**config.mk**
```make
export PLATFORM = sky130hd
export DESIGN_NAME = fetch_prefetch_queue
export DESIGN_NICKNAME = d
export VERILOG_FILES = /design/src/rtl/fetch_prefetch_queue.sv
export SDC_FILE = /design/constraint.sdc
export NUM_CORES = 1
export LEC_CHECK = 0
export ABC_AREA = 1
export BUFFER_PORTS_ARGS = -buffer_cell sky130_fd_sc_hd__clkbuf_2
export CAP_MARGIN = 20
export CORE_MARGIN = 3
export CORE_UTILIZATION = 60
export DETAILED_ROUTE_END_ITERATION = 12
export HOLD_SLACK_MARGIN = 0.06
export PLACE_DENSITY = 0.85
export SYNTH_ARGS = -nofsm -noshare
export SYNTH_HDL_FRONTEND = slang
export SYNTH_SLANG_ARGS = --single-unit
export TNS_END_PERCENT = 100
```
**constraint.sdc**
```tcl
create_clock -name clk -period 6.6 [get_ports clk]
set_input_delay 0.99 -clock clk [delete_from_list [all_inputs] [get_ports clk]]
set_output_delay 0.99 -clock clk [all_outputs]
set_load 0.03 [all_outputs]
```
**src/rtl/fetch_prefetch_queue.sv**
```systemverilog
// Fetch stage with one outstanding AXI read and a DEPTH-entry {pc, inst} prefetch queue feeding ID.
// Optional build macro FETCH_PERF_EN adds perf_fetched, perf_flushed and perf_empty_stall counters.
module fetch_prefetch_queue #(
   parameter int                ADDR_W     = 32,
   parameter int                INST_W     = 32,
   parameter int                DEPTH      = 4,
   parameter logic [ADDR_W-1:0] START_ADDR = '0
) (
   input  logic                     clk,
   input  logic                     reset,
   input  logic                     IF_valid,
   input  logic                     next_fetch,
   input  logic [ADDR_W:0]          jbr_bus,
   input  logic [ADDR_W:0]          exc_bus,
   output logic                     axi_start,
   output logic [ADDR_W-1:0]        axi_addr,
   input  logic                     axi_done,
   input  logic [INST_W-1:0]        axi_rdata,
   input  logic                     axi_busy,
   output logic                     IF_over,
   output logic [ADDR_W+INST_W-1:0] IF_ID_bus,
   output logic [ADDR_W-1:0]        IF_pc,
   output logic [INST_W-1:0]        IF_inst,
   output logic [$clog2(DEPTH):0]   q_count
`ifdef FETCH_PERF_EN
   ,
   output logic [31:0]              perf_fetched,
   output logic [31:0]              perf_flushed,
   output logic [31:0]              perf_empty_stall
`endif
);

   localparam int               PTR_W = $clog2(DEPTH);
   localparam int               CNT_W = PTR_W + 1;
   localparam logic [CNT_W-1:0] FULL  = CNT_W'(DEPTH);

   typedef enum logic [1:0] {
      S_IDLE,
      S_REQ,
      S_WAIT
   } state_t;

   state_t                     r_state;
   state_t                     w_state_nxt;
   logic [ADDR_W-1:0]          r_fetch_pc;
   logic [ADDR_W-1:0]          r_axi_addr;
   logic [ADDR_W-1:0]          r_req_pc;
   logic                       r_discard;
   logic [ADDR_W+INST_W-1:0]   r_mem [DEPTH];
   logic [PTR_W-1:0]           r_wr_ptr;
   logic [PTR_W-1:0]           r_rd_ptr;
   logic [CNT_W-1:0]           r_count;

   logic                       w_redirect;
   logic [ADDR_W-1:0]          w_target;
   logic                       w_issue;
   logic                       w_done;
   logic                       w_push;
   logic                       w_pop;

   // Exception outranks branch when both redirect in the same cycle.
   assign w_redirect = exc_bus[ADDR_W] | jbr_bus[ADDR_W];
   assign w_target   = exc_bus[ADDR_W] ? exc_bus[ADDR_W-1:0] : jbr_bus[ADDR_W-1:0];

   // Only issued from IDLE, so nothing is in flight and a free slot is all that is needed.
   assign w_issue = IF_valid && !axi_busy && (r_count < FULL) && !w_redirect;
   assign w_done  = (r_state == S_WAIT) && axi_done;
   assign w_push  = w_done && !r_discard && !w_redirect;
   assign w_pop   = (r_count != '0) && next_fetch && !w_redirect;

   // NOTE: every always_comb output gets a default first so no latch is inferred.
   always_comb begin
      w_state_nxt = r_state;
      case (r_state)
         S_IDLE:  if (w_issue) w_state_nxt = S_REQ;
         S_REQ:   w_state_nxt = S_WAIT;
         S_WAIT:  if (axi_done) w_state_nxt = S_IDLE;
         default: w_state_nxt = S_IDLE;
      endcase
   end

   // NOTE: sequential state uses non-blocking assignments so every flop samples pre-edge values.
   always_ff @(posedge clk or posedge reset) begin
      if (reset) r_state <= S_IDLE;
      else       r_state <= w_state_nxt;
   end

   always_ff @(posedge clk or posedge reset) begin
      if (reset) begin
         r_fetch_pc <= START_ADDR;
         r_axi_addr <= START_ADDR;
         r_req_pc   <= START_ADDR;
         r_discard  <= 1'b0;
      end else begin
         if (r_state == S_IDLE && w_issue) begin
            r_axi_addr <= r_fetch_pc;
            r_req_pc   <= r_fetch_pc;
         end
         if (w_redirect)            r_fetch_pc <= w_target;
         else if (r_state == S_REQ) r_fetch_pc <= r_fetch_pc + ADDR_W'(4);
         // A response consumed together with a redirect is simply dropped; discard only covers later ones.
         if (w_done)
            r_discard <= 1'b0;
         else if (w_redirect && (r_state == S_REQ || r_state == S_WAIT))
            r_discard <= 1'b1;
      end
   end

   // NOTE: queue storage is not reset; r_count alone decides which entries are valid.
   always_ff @(posedge clk) begin
      if (w_push) r_mem[r_wr_ptr] <= {r_req_pc, axi_rdata};
   end

   always_ff @(posedge clk or posedge reset) begin
      if (reset) begin
         r_wr_ptr <= '0;
         r_rd_ptr <= '0;
         r_count  <= '0;
      end else if (w_redirect) begin
         r_wr_ptr <= '0;
         r_rd_ptr <= '0;
         r_count  <= '0;
      end else begin
         if (w_push) r_wr_ptr <= r_wr_ptr + PTR_W'(1);
         if (w_pop)  r_rd_ptr <= r_rd_ptr + PTR_W'(1);
         if (w_push && !w_pop)      r_count <= r_count + CNT_W'(1);
         else if (w_pop && !w_push) r_count <= r_count - CNT_W'(1);
      end
   end

   assign axi_start = (r_state == S_REQ);
   assign axi_addr  = r_axi_addr;
   assign IF_over   = (r_count != '0);
   assign IF_ID_bus = IF_over ? r_mem[r_rd_ptr] : '0;
   assign IF_pc     = IF_ID_bus[ADDR_W+INST_W-1:INST_W];
   assign IF_inst   = IF_ID_bus[INST_W-1:0];
   assign q_count   = r_count;

`ifdef FETCH_PERF_EN
   logic [31:0] r_perf_fetched;
   logic [31:0] r_perf_flushed;
   logic [31:0] r_perf_empty_stall;

   always_ff @(posedge clk or posedge reset) begin
      if (reset) begin
         r_perf_fetched     <= '0;
         r_perf_flushed     <= '0;
         r_perf_empty_stall <= '0;
      end else begin
         if (w_push)               r_perf_fetched     <= r_perf_fetched + 32'd1;
         if (w_redirect)           r_perf_flushed     <= r_perf_flushed + 32'd1;
         if (!IF_over && IF_valid) r_perf_empty_stall <= r_perf_empty_stall + 32'd1;
      end
   end

   assign perf_fetched     = r_perf_fetched;
   assign perf_flushed     = r_perf_flushed;
   assign perf_empty_stall = r_perf_empty_stall;
`endif

endmodule

```
==> flow_summary_export.csv <==
group,metric,value,unit
grt,antenna_found_initial,0,
timing,finalHoldViolCount,0,
route,drc,0,
min_path,hold_class,"register to register",
layout,diodes,0,
synthesis,yosys_warnings,0,
timing,skew,0.0164,ns
route,num_vias,10900,
die,die_h,163,um
layout,area_delta_synth_final,13.9,%
timing,setup_tns,0,ns
placement,io_buffers,268,
clock_tree,numCtsBuffers,31,
power,power_density,339,nW/um^2
layout,fillerInstances,1661,
die,die-area,26500,um^2
die,core,23800,um^2
layout,final_cell_mix,"nor2_1 (368), clkbuf_2 (268), edfxtp_1 (256)",
grt,met1_usage,0.357,
route,wl,35300,um
synthesis,synth_cell_types,38,
layout,final_nets,1727,
route,drtIter0Drc,1095,
synthesis,ys_seq_area_frac,0.646,
clock_tree,cts_setup_buffers,0,
synthesis,synthCells,1435,
clock_tree,tritoncts_num_sinks,330,
synthesis,ys_seq_elements,330,
grt,first_global_vias,10400,
status,outcome,"finished clean",
power,leakage,0.00689,uW
timing,rsz0062_at_grt,"false",
setup_path,criticalPathCategory,"register to output port",
clock_tree,clock_latency,0.54,ns
grt,grt_busiest_layer,"met2",
synthesis,syn_avg_cell_area,10.3,um^2
synthesis,syn_nets,1548,
setup_path,cp_max_fo,74,
clock_tree,root_buffer,"clkbuf_16",
flow_run,maxCapViolations,0,
setup_path,arrival,3.49,ns
clock_tree,postCtsResizedCells,0,
layout,final_common_cell,"nor2_1",
die,fp.dieW,163,um
clock_tree,cts_tree,"yes",
grt,grt_use_met2,0.439,
timing,tightestPinTransition,1.10,ns
setup_path,critPathRequiredTime,5.61,ns
setup_path,end_kind,"output port",
route,ant_nets,0,
clock_tree,postCtsHoldBufs,0,
grt,met3_usage,0.0354,
clock_tree,h-tree-depth,1,
timing,slew_viol_final,0,
synthesis,synthesis.area,14800,um^2
timing,period_share,0.679,
timing,finalSetupViolCount,0,
route,vias_per_cell,5.56,
clock_tree,clk_pin_slew,0.06,ns
synthesis,ys.flop_type,"edfxtp_1",
grt,grt_overflow,0,
setup_path,worstSetupStartpointType,"register",
grt,grt_max_degree,94,
placement,hpwl,23000,um
synthesis,async_flop_share,0.224,
timing,max_freq,0.223,GHz
synthesis,synth-edff-count,256,
power,ir_drop,0.246,mV
route,drt_pass1_iterations,6,
timing,fin_crit,4.48,ns
grt,grt_pass1_wl,54700,um
die,fp-row-count,56,
placement,gp_congestion,0.873,
layout,final_util,0.706,
die,start_util,0.620,
die,io_pins,269,
route,wire_per_inst,18.0,um
timing,slew_headroom,0.267,
clock_tree,clockBufferDepth,3,
grt,grt_usage,0.260,
layout,drive_above_1_share,0.220,
[path summary, 6_finish.rpt]
path | start | end | slack [ns] | cells past startpoint
max | r_rd_ptr[0] | IF_pc[12] | 2.12 | 5
min in group asynchronous | reset | q_count[1] | 0.67 | 3
max reg2reg | r_state[0] | r_mem[3][33] | 3.58 | 7
min reg2reg | r_fetch_pc[0] | r_req_pc[0] | 0.52 | 1
max in group asynchronous | reset | r_rd_ptr[0] | 5.17 | 3
min | r_fetch_pc[0] | r_req_pc[0] | 0.52 | 1
[routing by layer]
layer,vias up,wire (um)
li1,5162,-
met3,67,2850
met5,-,0
met2,563,17400
met1,5080,14300
met4,0,814
[state kept, by name, indices dropped and copies added (netlist names)]
name,flops
r_wr_ptr,2
r_discard,1
r_state,2
r_fetch_pc,32
r_mem,256
r_req_pc,32
r_rd_ptr,2
q_count,3
[through the flow]
step,total power [uW],worst slack [ns],cell area (um^2),hold slack [ns],std cells
2_1_floorplan,3620,1.98,14800,0.483,1435
3_3_place_gp,3990,2.73,15800,0.495,1900
3_5_place_dp,4030,2.60,15800,0.506,1900
4_1_cts,5730,2.18,16800,0.522,1957
5_1_grt,5930,1.98,16800,0.539,1957
6_report,5710,2.12,16800,0.520,1957
[synth_stat cells (2+ instances only)]
cell type	count	area (um^2)
a21oi_1	106	531
a31oi_1	7	43.8
buf_1	9	33.8
buf_2	30	150
buf_4	64	480
buf_6	5	56.3
clkbuf_1	29	109
dfrtp_1	74	1850
edfxtp_1	256	7690
ha_1	8	100
inv_1	61	229
inv_2	3	11.3
mux2_4	7	105
nand2_1	152	571
nand3_1	31	155
nand4_1	4	25.0
nor2_1	372	1400
nor2_2	2	12.5
nor2_4	8	90.1
o211ai_1	4	30.0
o21ai_0	175	876
o21ai_1	10	50.1
o22ai_1	2	12.5
xor2_1	2	17.5
[cell families after synthesis]
logic type               share of synthesized area
AO/OA/AOI/OAI                                0.108
XOR/XNOR                                   0.00178
adder cells (fa/ha/maj)                    0.00813
buffers and inverters                       0.0724
flip-flops                                   0.646
multiplexers                               0.00712
AND/OR/NAND/NOR                              0.157
[critical path, cell delays in order, from the launching register on]
cell	delay [ns]
dfrtp_4	0.66
inv_2	0.67
buf_4	0.66
o21ai_0	0.24
a21oi_1	0.36
clkbuf_2	0.28
[where the power goes]
part / switching [uW] / internal [uW] / total (uW)
sequential: 258 / 2500 / 2750
combinational: 909 / 326 / 1240
clock: 715 / 1000 / 1720
[final cells by class]
type,count,area [um^2],share of cell area
Sequential cell,330,9540,0.567
Clock buffer,50,937,0.0557
Multi-Input combinational cell,904,4190,0.249
Inverter,64,240,0.0143
Timing Repair Buffer,283,1450,0.0864
Clock inverter,7,62.6,0.00372
Tap cell,319,399,0.0237
No activity file was read; power rests on OpenSTA's default activity.
